File: src/rtl/imem_arbiter.sv
// Round-robin arbiter sharing one 1-cycle-latency instruction ROM port between two cores.
// Faulted fetches (misaligned or out of range) never reach the ROM and are answered with a tagged NOP.
module imem_arbiter #(
  parameter int unsigned IMEM_BYTES = 32'd4096,
  parameter logic [31:0] NOP_WORD   = 32'h0000_0013,
  parameter int unsigned CNT_W      = 32'd16
) (
  input  logic             clk,
  input  logic             rst_n,
  input  logic             c0_req,
  input  logic [31:0]      c0_pc,
  output logic             c0_gnt,
  output logic             c0_rvalid,
  output logic [31:0]      c0_rdata,
  output logic             c0_err,
  input  logic             c1_req,
  input  logic [31:0]      c1_pc,
  output logic             c1_gnt,
  output logic             c1_rvalid,
  output logic [31:0]      c1_rdata,
  output logic             c1_err,
  output logic             mem_en,
  output logic [31:0]      mem_pc,
  input  logic [31:0]      mem_instr,
  output logic [CNT_W-1:0] c0_gnt_cnt,
  output logic [CNT_W-1:0] c1_gnt_cnt
);

  localparam logic [CNT_W-1:0] CNT_MAX = {CNT_W{1'b1}};

  function automatic logic fetch_fault(input logic [31:0] pc);
    return (pc[1:0] != 2'b00) || (pc >= 32'(IMEM_BYTES));
  endfunction

  logic             last_q, last_d;
  logic             resp_v_q, resp_v_d;
  logic             resp_id_q, resp_id_d;
  logic             resp_err_q, resp_err_d;
  logic [CNT_W-1:0] c0_cnt_q, c0_cnt_d;
  logic [CNT_W-1:0] c1_cnt_q, c1_cnt_d;
  logic             gnt0_s, gnt1_s, any_gnt_s, fault_s;
  logic [31:0]      sel_pc_s;

  // Grant selection; last_q holds the id of the most recently granted core.
  always_comb begin
    gnt0_s = 1'b0;
    gnt1_s = 1'b0;
    if (!rst_n) begin
      gnt0_s = 1'b0;
      gnt1_s = 1'b0;
    end else if (c0_req && c1_req) begin
      gnt0_s = last_q;
      gnt1_s = ~last_q;
    end else if (c0_req) begin
      gnt0_s = 1'b1;
    end else if (c1_req) begin
      gnt1_s = 1'b1;
    end else begin
      gnt0_s = 1'b0;
      gnt1_s = 1'b0;
    end
  end

  // Fault check and ROM drive for the granted fetch.
  always_comb begin
    any_gnt_s = gnt0_s | gnt1_s;
    sel_pc_s  = gnt1_s ? c1_pc : c0_pc;
    fault_s   = any_gnt_s & fetch_fault(sel_pc_s);
    mem_en    = any_gnt_s & ~fault_s;
    if (any_gnt_s) begin
      mem_pc = sel_pc_s;
    end else begin
      mem_pc = 32'h0000_0000;
    end
  end

  // Next-state for pointer, response stage and saturating grant counters.
  always_comb begin
    if (gnt1_s) begin
      last_d = 1'b1;
    end else if (gnt0_s) begin
      last_d = 1'b0;
    end else begin
      last_d = last_q;
    end
    resp_v_d   = any_gnt_s;
    resp_id_d  = gnt1_s;
    resp_err_d = fault_s;
    if (gnt0_s && (c0_cnt_q != CNT_MAX)) begin
      c0_cnt_d = c0_cnt_q + CNT_W'(1);
    end else begin
      c0_cnt_d = c0_cnt_q;
    end
    if (gnt1_s && (c1_cnt_q != CNT_MAX)) begin
      c1_cnt_d = c1_cnt_q + CNT_W'(1);
    end else begin
      c1_cnt_d = c1_cnt_q;
    end
  end

  // State registers; an in-flight response is dropped by reset.
  always_ff @(posedge clk or negedge rst_n) begin
    if (!rst_n) begin
      last_q     <= 1'b1;
      resp_v_q   <= 1'b0;
      resp_id_q  <= 1'b0;
      resp_err_q <= 1'b0;
      c0_cnt_q   <= '0;
      c1_cnt_q   <= '0;
    end else begin
      last_q     <= last_d;
      resp_v_q   <= resp_v_d;
      resp_id_q  <= resp_id_d;
      resp_err_q <= resp_err_d;
      c0_cnt_q   <= c0_cnt_d;
      c1_cnt_q   <= c1_cnt_d;
    end
  end

  // Response routing; rdata and err are zero whenever rvalid is low.
  always_comb begin
    c0_rvalid = resp_v_q & ~resp_id_q;
    c1_rvalid = resp_v_q & resp_id_q;
    c0_err    = c0_rvalid & resp_err_q;
    c1_err    = c1_rvalid & resp_err_q;
    if (c0_rvalid) begin
      c0_rdata = resp_err_q ? NOP_WORD : mem_instr;
    end else begin
      c0_rdata = 32'h0000_0000;
    end
    if (c1_rvalid) begin
      c1_rdata = resp_err_q ? NOP_WORD : mem_instr;
    end else begin
      c1_rdata = 32'h0000_0000;
    end
  end

  assign c0_gnt     = gnt0_s;
  assign c1_gnt     = gnt1_s;
  assign c0_gnt_cnt = c0_cnt_q;
  assign c1_gnt_cnt = c1_cnt_q;

endmodule

File: config.mk
export PLATFORM = sky130hd
export DESIGN_NAME = imem_arbiter
export DESIGN_NICKNAME = d
export VERILOG_FILES = /design/src/rtl/imem_arbiter.sv
export SDC_FILE = /design/constraint.sdc
export NUM_CORES = 1
export LEC_CHECK = 0
export CAP_MARGIN = 20
export CORE_ASPECT_RATIO = 1.75
export CORE_MARGIN = 4
export CORE_UTILIZATION = 32
export DETAILED_ROUTE_END_ITERATION = 6
export PLACE_DENSITY_LB_ADDON = 0.15
export SKIP_LAST_GASP = 1
export SYNTH_ARGS = -nofsm -noshare
export SYNTH_HDL_FRONTEND = slang
export SYNTH_SLANG_ARGS = --single-unit
File: constraint.sdc
create_clock -name clk -period 2.42 [get_ports clk]
set_clock_uncertainty 0.05 [all_clocks]
set_input_delay 0.363 -clock clk [delete_from_list [all_inputs] [get_ports clk]]
set_output_delay 0.363 -clock clk [all_outputs]
set_load 0.01 [all_outputs]
== After elaboration in Yosys (flattened, before gate mapping) ==
Cells that the tools add are included.
Storage, ports and cells
  bits in registers: 36
  output and inout bits: 135
  logic and storage cells: 41
Cells by class
  add/sub/neg operators: 2
  $lt $le $gt $ge: 1
  eq/ne operators: 2
  muxes and demuxes: 14
  bitwise operators: 10
  reduce and logical (&&, ||, !) cells: 6
Operators by type and width (count)
  2-to-1 mux 32 bit: 5
  adder 16 x 1 -> 16 bit, second input constant: 2
  greater-or-equal comparator 32 x 13 -> 1 bit, second input constant: 1
  inequality test 16 bit, second input constant: 2
  2-to-1 mux 1 bit: 9
  bitwise AND 1 bit: 6
  nonzero test 2 bit: 2
  logical AND 1 bit: 3
  inverter 1 bit: 3
  logical OR 1 bit: 1
  bitwise OR 1 bit: 1

== Logic depth before layout (Yosys ltp) ==
Gate-level depths: netlist (run 1).
  depth in word-level cells: 10
  gate-level depth with buffers: 6
  gate-level depth less buffers: 5

== Least setup slack after synthesis (run 1) ==
Ideal clock, no wire load.
  path kind: reg2out
  from: register last_q
  to: output port mem_pc[10]
  data arrival time: 1.587 ns
  required time: 2.007 ns
  path slack: 0.420 ns
  stages on the path, launching flop included: 7
  buffers on the path: 2
  cells stage by stage: dfstp_2 nand2_1 nand3_1 clkbuf_1 buf_1 nand2_1 a21oi_1
Between the ends
  word-level cells in the longest chain between the ends: 5
  elaborated cells between the ends (all ways): 8
Ends and longest elaborated chain
  start, declared: RTL line 35  | logic last_q, last_d;
  start signal, assigned: RTL line 111  | last_q <= last_d;
  inverter 1 bit: RTL line 53  | gnt1_s = ~last_q;
  2-to-1 mux 1 bit: RTL line 51  | end else if (c0_req && c1_req) begin
  2-to-1 mux 1 bit: RTL line 48  | if (!rst_n) begin
  2-to-1 mux 32 bit / bitwise OR 1 bit (equally long branches): RTL line 67, 66
  2-to-1 mux 32 bit (*): RTL line 70  | if (any_gnt_s) begin
  end, declared: RTL line 23  | output logic [31:0] mem_pc,
Every way passes the cells marked *; elsewhere a longest branch is shown, timed or not.

== Worst setup path after layout (run 1) ==
  from: input port c0_req
  to: output port mem_pc[10]
Between the ends
  word-level cells in the longest chain between the ends: 5
  elaborated cells between the ends (all ways): 10
Ends and longest elaborated chain
  start, declared: RTL line 10  | input logic c0_req,
  2-to-1 mux 1 bit / logical AND 1 bit (equally long branches): RTL line 54, 51
  2-to-1 mux 1 bit: RTL line 51
  2-to-1 mux 1 bit: RTL line 48
  2-to-1 mux 32 bit / bitwise OR 1 bit (equally long branches): RTL line 67, 66
  2-to-1 mux 32 bit (*): RTL line 70
Marks and branches as above.

==> results by group, run 1 <==
Outcome
  • Outcome: completed

Routing
  • WL per Instance: 15.3 um
  • Vias: 3807
  • Remaining routing DRC violations: 0
  • DRT iter0 DRCs: 128
  • Post-DRT Antenna Nets: 0
  • DR pass1 iterations: 4
  • Vias per cell: 5.12
  • Post-Route WL: 11400 um

STA
  • # setup viols final: 0
  • Relative slew margins: 52.3%
  • Final hold vios: 0
  • Period utilisation layout: 97.3%
  • Final WS setup: 0.0660 ns
  • Slew @ Worst Pin: 0.709 ns
  • Final Max Slew Viols: 0
  • Fmax: 0.425 GHz
  • Fin crit period: 2.35 ns

Die
  • IO Count: 235
  • Die Wd: 77.4 um
  • Die area: 10000 um2
  • Rows: 44
  • Core ar.: 8260 um2
  • Initial Utilization: 32.7%
  • Die height: 129 um

Placed design
  • GPL Wtd Cong: 0.856
  • DP Worst Slack: -0.241 ns
  • PortBufs: 234
  • Final HPWL DP: 9260 um

Final layout
  • Diode count: 0
  • Layout Utilization: 67.5%
  • Share of cells above drive strength 1: 9.82%
  • Commonest non-fill, non-tap cells in the layout: 199 x clkdlybuf4s50_1, 110 x nand2_1, 80 x nor2_1, 35 x dfrtp_1, 34 x a21oi_1
  • Multi-input logic area: 1730 um2
  • Final layout net count: 753
  • Register area: 902 um2
  • Most common cell after layout, fill and taps aside: clkdlybuf4s50_1
  • Filler Cell Count: 730
  • Area grow syn2layout: 106%

GRT
  • Overall global routing resource usage: 21.2%
  • Vias in the first global route: 3737
  • Met1 Track Usage GR: 19.1%
  • Most Crowded Layer GR: met2
  • Global-route wire length before repair: 17400 um
  • Initial antenna violation count: 0
  • Pin count of the biggest net entering global routing: 34
  • Global route overflow: 0
  • GR Util met2: 42.8%
  • GRT met3 Usage: 6.61%

Worst setup path
  • Worst reg2reg path endpoint: c0_gnt_cnt[1]$_DFFE_PN0P_
  • Crit-path max cell delay: 0.43 ns
  • Crit-path max FO: 17
  • Worst path arrival time: 1.94 ns
  • R2R Setup Slk: 0.32 ns
  • Worst setup endpoint: mem_pc[10]
  • Cell count along the critical path: 8
  • Worst Setup SP: c0_req
  • R2R cell count: 5
  • Slowest CP cell: clkdlybuf4s50_1
  • CP Cell Sequence: clkdlybuf4s50_1 -> nand2_2 -> nand3_4 -> clkinv_2 -> bufbuf_16 -> nand2_1 -> a21oi_1 -> dlygate4sd2_1
  • Req. time, crit path: 2.01 ns
  • FF-to-FF Start: c0_gnt_cnt[0]$_DFFE_PN0P_
  • Crit path buf inv count: 4
  • CP Launch Type: input pin
  • Largest delay contributor family on the critical path: buffers and inverters
  • CP Class: in2out
  • Crit end category: output pin

Min path
  • HP Class: in2async

Clocking
  • Clock slew at reported path FFs: 0.05 ns
  • Sink Count: 36
  • Num CTS Buffers: 5
  • H-tree Lvls: 2
  • Hold_buf cts: 0
  • CTS Root Cell: clkbuf_16
  • Later-pin clock latency in the skew report: 0.28 ns
  • # Post-CTS Setup Buffers: 0
  • CTS tree: built
  • Max Root-Sink Buffers: 2

Logic synthesis
  • Post-Syn Area: 2700 um2
  • Post-synthesis cell count: 400
  • Mapped Nets: 502
  • Post-synth EDFFs: 0
  • #FFs+latches synth: 36
  • Main synth FF type: dfrtp_1
  • FFs w/ async S/R, synth: 100%
  • Syn. warnings: 0
  • Sequential-to-total area share from yosys stat: 33.4%
  • Average size of a mapped cell: 6.74 um2
  • Netlist cell types: 36

Pwr
  • PwrDens: 452 nW/um2
  • Pleak: 2.56 nW
  • Worst VDD drop: 0.348 mV

Run
  • MaxCap Viol Count: 0
## where the power goes
group	internal, mW	switching [mW]
logic	0.577	0.416
registers	0.706	0.143
clock network	0.438	0.238
total	1.72	0.796
## synthesized netlist by cell type (2+ instances only)
master    count  area [um2]
nand2_1     111         417
nor2_1       80         300
dfrtp_1      35         876
a21oi_1      34         170
clkbuf_1     20        75.1
nor4_1       16         100
xor2_1       14         123
nand4_1      12        75.1
nor3_1       12        60.1
xnor2_1      11        96.3
inv_1         8        30.0
nand3_1       6        30.0
and3_1        4        25.0
o211ai_1      4        30.0
a31oi_1       3        18.8
mux2_2        3        33.8
buf_2         2        10.0
ha_1          2        25.0
mux2i_1       2        20.0
nand2b_1      2        12.5
nor3b_1       2        15.0
nor4_2        2        25.0
or4_1         2        15.0
## through the flow
step | power (mW) | area, um2 | hold slack [ns] | setup TNS (ns) | cells
after global routing | 2.66 | 5570 | 0.103 | -0.0166 | 744
final | 2.52 | 5570 | 0.0967 | 0 | 744
after detailed placement | 1.86 | 5320 | 0.374 | -3.83 | 735
after CTS | 2.54 | 5510 | 0.0875 | -1.01 | 744
after global placement | 1.84 | 5320 | 0.368 | -3.22 | 735
after floorplan | 1.20 | 2700 | 0.0174 | 0 | 400
## layer usage
layer | wire length (um) | vias to the layer above
li1 | - | 1838
met1 | 3970 | 1740
met2 | 6100 | 208
met3 | 1060 | 21
met4 | 260 | 0
met5 | 0 | -
## kinds of logic (layout without fill, tap and decap cells)
kind of cell               Yosys count  count (layout)  synth area share, %
adders and majority gates            2               2                0.927
muxes                                5               5                 1.99
DFF                                 36              36                 33.4
and+or+nand+nor                    255             255                 41.9
xor gates and xnor gates            25              25                 8.12
buffers and inverters               32             284                 4.55
AOI/OAI and AO/OA                   45              45                 9.09
## registers in the layout, indices dropped and copies added (netlist names)
name        flops
resp_v_q        1
resp_id_q       1
resp_err_q      1
c0_gnt_cnt     16
c1_gnt_cnt     16
last_q          1
## how the worst min path moves through the flow
stage,cells past startpoint,from,endpoint
after detailed placement,1,rst_n,last_q$_DFFE_PN1P_
after floorplan,0,rst_n,c0_gnt_cnt[0]$_DFFE_PN0P_
final,1,rst_n,last_q$_DFFE_PN1P_
after CTS,1,rst_n,last_q$_DFFE_PN1P_
after global placement,1,rst_n,last_q$_DFFE_PN1P_
after global routing,1,rst_n,last_q$_DFFE_PN1P_
## what timing repair did
action | CTS | global route
gates resized for setup | 27 | 32
cloned | 1 | 0
endpoints found under the hold margin | 0 | 0
setup endpoints to repair | 33 | 25
pin swaps | 0 | 4
## area by class of cell
| type | count | area share, % |
|---|---|---|
| inverter | 9 | 0.629 |
| clock buffer | 8 | 2.81 |
| timing repair buffer | 267 | 47.3 |
| tap | 92 | 2.07 |
| sequential | 36 | 16.2 |
| multi-input combinational | 332 | 31.0 |
Note: power is estimated with default switching activity, not from simulation.
==> run 2, diff against run 1 <==
==> constraint.sdc (replaced) <==
create_clock -name clk -period 2.3 [get_ports clk]
set_clock_uncertainty 0.05 [all_clocks]
set_input_delay 0.345 -clock clk [delete_from_list [all_inputs] [get_ports clk]]
set_output_delay 0.345 -clock clk [all_outputs]
set_load 0.01 [all_outputs]
==> results by group, run 2 (synthesis results as in run 1) <==
Die
  • IO Count: 235 (unchanged)
  • Die height: 129 um (unchanged)
  • Die area: 10000 um2 (unchanged)
  • Initial Utilization: 32.7% (unchanged)
  • Core ar.: 8260 um2 (unchanged)
  • Rows: 44 (unchanged)
  • Die Wd: 77.4 um (unchanged)

Placed design
  • DP Worst Slack: -0.311 ns (-0.0709 ns)
  • PortBufs: 234 (unchanged)
  • DP Cell Count: 737 (+0.27%)
  • Final HPWL DP: 9210 um (-0.60%)
  • GPL Wtd Cong: 0.843 (-1.5%)

GRT
  • Global-route wire length before repair: 17000 um (-2.3%)
  • Overall global routing resource usage: 21.2% (-0.090 points)
  • Vias in the first global route: 3708 (-0.78%)
  • Initial antenna violation count: 0 (unchanged)
  • Pin count of the biggest net entering global routing: 34 (unchanged)
  • Global route overflow: 0 (unchanged)

Routing
  • Remaining routing DRC violations: 0 (unchanged)
  • Vias: 3792 (-0.39%)
  • DR pass1 iterations: 6 (+2)
  • WL per Instance: 15.0 um (-2.3%)
  • DRT iter0 DRCs: 80 (-38%)
  • Post-Route WL: 11200 um (-1.9%)
  • Post-DRT Antenna Nets: 0 (unchanged)
  • Vias per cell: 5.08 (-0.79%)

Worst setup path
  • Crit-path max FO: 2 (-15)
  • Req. time, crit path: 1.90 ns (-0.11 ns)
  • R2R Setup Slk: 0.28 ns (-0.04 ns)
  • R2R cell count: 6 (+1)
  • Worst reg2reg path endpoint: c0_gnt_cnt[8]$_DFFE_PN0P_
  • CP Launch Type: input pin
  • Worst path arrival time: 2.17 ns (+0.23 ns)
  • Crit end category: output pin
  • FF-to-FF Start: c0_gnt_cnt[0]$_DFFE_PN0P_
  • CP Class: in2out

STA
  • RSZ-0062 raised after global routing: true
  • Fin crit period: 2.56 ns
  • Final Max Slew Viols: 0 (unchanged)
  • Slew @ Worst Pin: 0.449 ns (-0.260 ns)
  • Fmax: 0.390 GHz
  • Period utilisation layout: 111%
  • # setup viols final: 1 (+1)
  • Final WS setup: -0.263 ns (-0.329 ns)
  • Relative slew margins: 69.8% (+17 points)
  • Final hold vios: 0 (unchanged)

Final layout
  • Finished Layout Cells: 747 (+0.40%)
  • Commonest non-fill, non-tap cells in the layout: 199 x clkdlybuf4s50_1, 110 x nand2_1, 79 x nor2_1, 35 x dfrtp_1, 34 x a21oi_1
  • Most common cell after layout, fill and taps aside: clkdlybuf4s50_1
  • Share of cells above drive strength 1: 12.4% (+2.6 points)
  • Final layout net count: 757 (+0.53%)
  • Area grow syn2layout: 105%
  • Diode count: 0 (unchanged)

Pwr
  • Pleak: 2.52 nW (-1.5%)
  • Worst VDD drop: 0.258 mV (-26%)
  • PwrDens: 475 nW/um2 (+5.2%)

Clocking
  • Clock slew at reported path FFs: 0.05 ns (about the same)
  • H-tree Lvls: 2 (unchanged)
  • CTS tree: built
  • Num CTS Buffers: 5 (unchanged)
  • Later-pin clock latency in the skew report: 0.28 ns (about the same)
  • Sink Count: 36 (unchanged)
  • Max Root-Sink Buffers: 2 (unchanged)
  • CTS Root Cell: clkbuf_16

Min path
  • HP Class: in2async

Outcome
  • Outcome: finished with violations
  • Failing checks: setup timing

Run
  • MaxCap Viol Count: 0 (unchanged)
==> run 2: cell count changes in the layout (fill, tap and decap cells not counted), moves of 2 or more <==
cell and delta:
buf_8 -2, dlygate4sd2_1 -8, clkbuf_2 +11, buf_4 +2
buf_6 +4, dlymetal6s2s_1 -2
==> run 2: power breakdown <==
part | leakage, nW | total, mW | internal (mW) | switching (mW)
Combinational | 1.99 | 1.04 | 0.605 | 0.437
Sequential | 0.455 | 0.894 | 0.743 | 0.151
Clock | 0.0760 | 0.698 | 0.454 | 0.244
Total | 2.52 | 2.63 | 1.80 | 0.832
==> run 2: layout make-up <==
class	instances	area [um2]
fillers	766	2720
repair buffers	271	2610
multi-input cells	332	1720
flip-flops and latches	36	902
clock buffers	7	153
well taps	92	115
inverters	9	35.0
==> run 2: worst max path at each step <==
stage                                   start                         to  slack [ns]  cells after the start
finish                              c1_pc[23]                     mem_en       -0.26                      6
global route                        c1_pc[28]                     mem_en       -0.30                      6
CTS                                 c1_pc[28]                     mem_en       -0.27                      6
detailed placement                  c1_pc[28]                     mem_en       -0.31                      6
global placement                    c0_pc[28]                     mem_en       -0.33                      6
floorplan           c0_gnt_cnt[0]$_DFFE_PN0P_  c0_gnt_cnt[1]$_DFFE_PN0P_        0.30                      6
==> run 2: stage by stage <==
stage | area [um2] | utilization, % | power, mW | TNS, ns | hold slack (ns)
detailed placement | 5330 | 64.6 | 1.96 | -6.77 | 0.378
finish | 5540 | 67.1 | 2.63 | -0.263 | 0.104
global placement | 5330 | 64.6 | 1.94 | -6.08 | 0.367
floorplan | 2700 | - | 1.27 | 0 | -0.000591
global route | 5540 | 67.1 | 2.79 | -0.297 | 0.102
CTS | 5530 | 67.0 | 2.67 | -1.93 | 0.0804
==> run 2: metal layers <==
layer	share of wire [%]	track usage, %	routed length (um)
met1	33	18.0	3710
met5	0	0	0
met3	10	6.75	1140
met2	54	43.4	6080
met4	2.1	9.33	238
==> run 2: repair_timing <==
action                     in CTS  in global routing
hold buffers                    0                  0
gates resized for setup        29                 52
gates cloned                    1                  0
pin swaps                       0                  0
buffers inserted                2                  0
setup endpoints to repair      34                 58
==> run 2: worst max-delay path, cell delays in order <==
cell and delay, ns:
clkdlybuf4s50_1 0.43, nor4_1 0.38, nand4_1 0.16, nor3_2 0.20
o21a_1 0.13, clkdlybuf4s50_1 0.53
==> run 3, diff against run 2 <==
--- a/config.mk
+++ b/config.mk
@@ -8,7 +8,7 @@
 export CAP_MARGIN = 20
 export CORE_ASPECT_RATIO = 1.75
 export CORE_MARGIN = 4
-export CORE_UTILIZATION = 32
+export CORE_UTILIZATION = 29
 export DETAILED_ROUTE_END_ITERATION = 6
 export PLACE_DENSITY_LB_ADDON = 0.15
 export SKIP_LAST_GASP = 1
==> constraint.sdc (replaced) <==
create_clock -name clk -period 2.05 [get_ports clk]
set_clock_uncertainty 0.05 [all_clocks]
set_input_delay 0.3075 -clock clk [delete_from_list [all_inputs] [get_ports clk]]
set_output_delay 0.3075 -clock clk [all_outputs]
set_load 0.01 [all_outputs]
==> results by group, run 3 (synthesis results as in run 1) <==
Outcome
  • Outcome: finished with violations
  • Failing checks: setup timing

Clocking
  • CTS Root Cell: clkbuf_16
  • Later-pin clock latency in the skew report: 0.28 ns (about the same)
  • H-tree Lvls: 2 (unchanged)
  • Clock slew at reported path FFs: 0.05 ns (about the same)
  • CTS tree: built
  • Sink Count: 36 (unchanged)
  • Max Root-Sink Buffers: 2 (unchanged)
  • Num CTS Buffers: 5 (unchanged)

Worst setup path
  • FF-to-FF Start: last_q$_DFFE_PN1P_
  • Crit end category: output pin
  • R2R cell count: 5 (-1)
  • Worst path arrival time: 1.70 ns (-0.47 ns)
  • CP Class: in2out
  • Worst Setup SP: c1_pc[30]
  • Crit-path max FO: 2 (unchanged)
  • Worst reg2reg path endpoint: c0_gnt_cnt[12]$_DFFE_PN0P_
  • Worst setup endpoint: mem_en
  • Req. time, crit path: 1.69 ns (-0.21 ns)
  • R2R Setup Slk: 0.08 ns (-0.20 ns)
  • CP Launch Type: input pin

Die
  • Rows: 46 (+4.5%)
  • Die area: 11000 um2 (+9.5%)
  • Die Wd: 80.9 um (+4.5%)
  • Die height: 136 um (+4.7%)
  • Initial Utilization: 29.7% (-3.0 points)
  • IO Count: 235 (unchanged)
  • Core ar.: 9090 um2 (+10%)

Placed design
  • PortBufs: 234 (unchanged)
  • Placed inst area: 5460 um2 (+2.3%)
  • Final HPWL DP: 9910 um (+7.7%)
  • DP Worst Slack: -0.616 ns (-0.305 ns)
  • GPL Wtd Cong: 0.869 (+3.1%)
  • DP Cell Count: 775 (+5.2%)

Routing
  • Post-Route WL: 12300 um (+10%)
  • DRT iter0 DRCs: 117 (+46%)
  • DR pass1 iterations: 4 (-2)
  • Vias per cell: 4.88 (-4.0%)
  • Post-DRT Antenna Nets: 0 (unchanged)
  • Remaining routing DRC violations: 0 (unchanged)
  • Vias: 3837 (+1.2%)
  • WL per Instance: 15.6 um (+4.5%)

Min path
  • HP Class: in2async

Pwr
  • PwrDens: 542 nW/um2 (+14%)
  • Worst VDD drop: 0.320 mV (+24%)
  • Pleak: 3.06 nW (+21%)

GRT
  • Overall global routing resource usage: 21.4% (+0.27 points)
  • Pin count of the biggest net entering global routing: 36 (+5.9%)
  • Global route overflow: 0 (unchanged)
  • Initial antenna violation count: 0 (unchanged)
  • Vias in the first global route: 3957 (+6.7%)
  • Global-route wire length before repair: 18500 um (+9.1%)

Final layout
  • Commonest non-fill, non-tap cells in the layout: 131 x clkdlybuf4s50_1, 110 x nand2_1, 79 x nor2_1, 43 x dlygate4sd2_1, 37 x buf_4
  • Post-route cell area: 5700 um2 (+2.9%)
  • Area grow syn2layout: 111%
  • Layout Utilization: 62.7% (-4.4 points)
  • Diode count: 0 (unchanged)
  • Share of cells above drive strength 1: 18.6% (+6.2 points)
  • Final layout net count: 768 (+1.5%)
  • Filler Cell Count: 883 (+15%)
  • Most common cell after layout, fill and taps aside: clkdlybuf4s50_1
  • Multi-input logic area: 1800 um2 (+4.6%)
  • Finished Layout Cells: 787 (+5.4%)
  • Register area: 902 um2 (unchanged)

STA
  • Relative slew margins: 69.4% (-0.39 points)
  • Final Max Slew Viols: 0 (unchanged)
  • Period utilisation layout: 100%
  • Fmax: 0.485 GHz
  • # setup viols final: 1 (unchanged)
  • RSZ-0062 raised after global routing: true
  • Fin crit period: 2.06 ns
  • Final hold vios: 0 (unchanged)
  • Slew @ Worst Pin: 0.456 ns (+0.00650 ns)
  • Final WS setup: -0.0100 ns (+0.253 ns)

Run
  • MaxCap Viol Count: 0 (unchanged)
-- run 3: worst max-delay path: stages --
cell and delay, ns:
clkdlybuf4s50_1 0.42, nor4_1 0.29, nand4_1 0.15, nor3_2 0.18, buf_4 0.13, o21a_1 0.10, clkbuf_2 0.13
-- run 3: power by group --
part           switching [mW]  leakage [nW]  total (mW)  internal (mW)
Combinational           0.554          2.52        1.28          0.722
Sequential              0.138         0.455       0.972          0.833
Clock                   0.272        0.0808       0.843          0.571
-- run 3: worst min-delay path by stage --
stage,start,to,slack [ns],cells after the start
after floorplan,rst_n,c0_gnt_cnt[0]$_DFFE_PN0P_,-0.04,0
after global placement,rst_n,c1_gnt_cnt[4]$_DFFE_PN0P_,0.38,3
after detailed placement,rst_n,c1_gnt_cnt[0]$_DFFE_PN0P_,0.38,3
after CTS,rst_n,c1_gnt_cnt[0]$_DFFE_PN0P_,0.10,3
after global routing,rst_n,c1_gnt_cnt[5]$_DFFE_PN0P_,0.15,3
final,rst_n,c1_gnt_cnt[0]$_DFFE_PN0P_,0.12,3
-- run 3: stage by stage --
stage	hold WS (ns)	power, mW	setup TNS, ns
floorplan	-0.0381	1.42	0
global placement	0.379	2.25	-16.28
detailed placement	0.383	2.28	-17.34
CTS	0.101	3.11	-0.257
global route	0.147	3.28	-0.208
finish	0.125	3.09	-0.0100
-- run 3: repair_timing --
| item | 4_1_cts | 5_1_grt |
|---|---|---|
| resized for setup | 187 | 53 |
| pin swaps | 3 | 10 |
| endpoints found under the setup margin | 97 | 62 |
| gates cloned | 2 | 1 |
| setup buffers | 1 | 0 |
| hold buffers | 0 | 0 |
-- run 3: layer usage --
metal / wire, um / up-vias / GRT usage (%)
met2: 6540 / 193 / 39.2
met1: 4100 / 1742 / 21.7
li1: - / 1865 / -
met5: 0 / - / 0
met3: 1100 / 37 / 5.99
met4: 557 / 0 / 10.1
-- run 3: layout make-up --
class | instances | share of cell area (%)
clock buffer | 6 | 2.26
clock inverter | 2 | 0.614
inverter | 9 | 0.614
multi-input combinational | 332 | 31.6
sequential | 36 | 15.8
tap | 120 | 2.63
timing repair buffer | 282 | 46.4
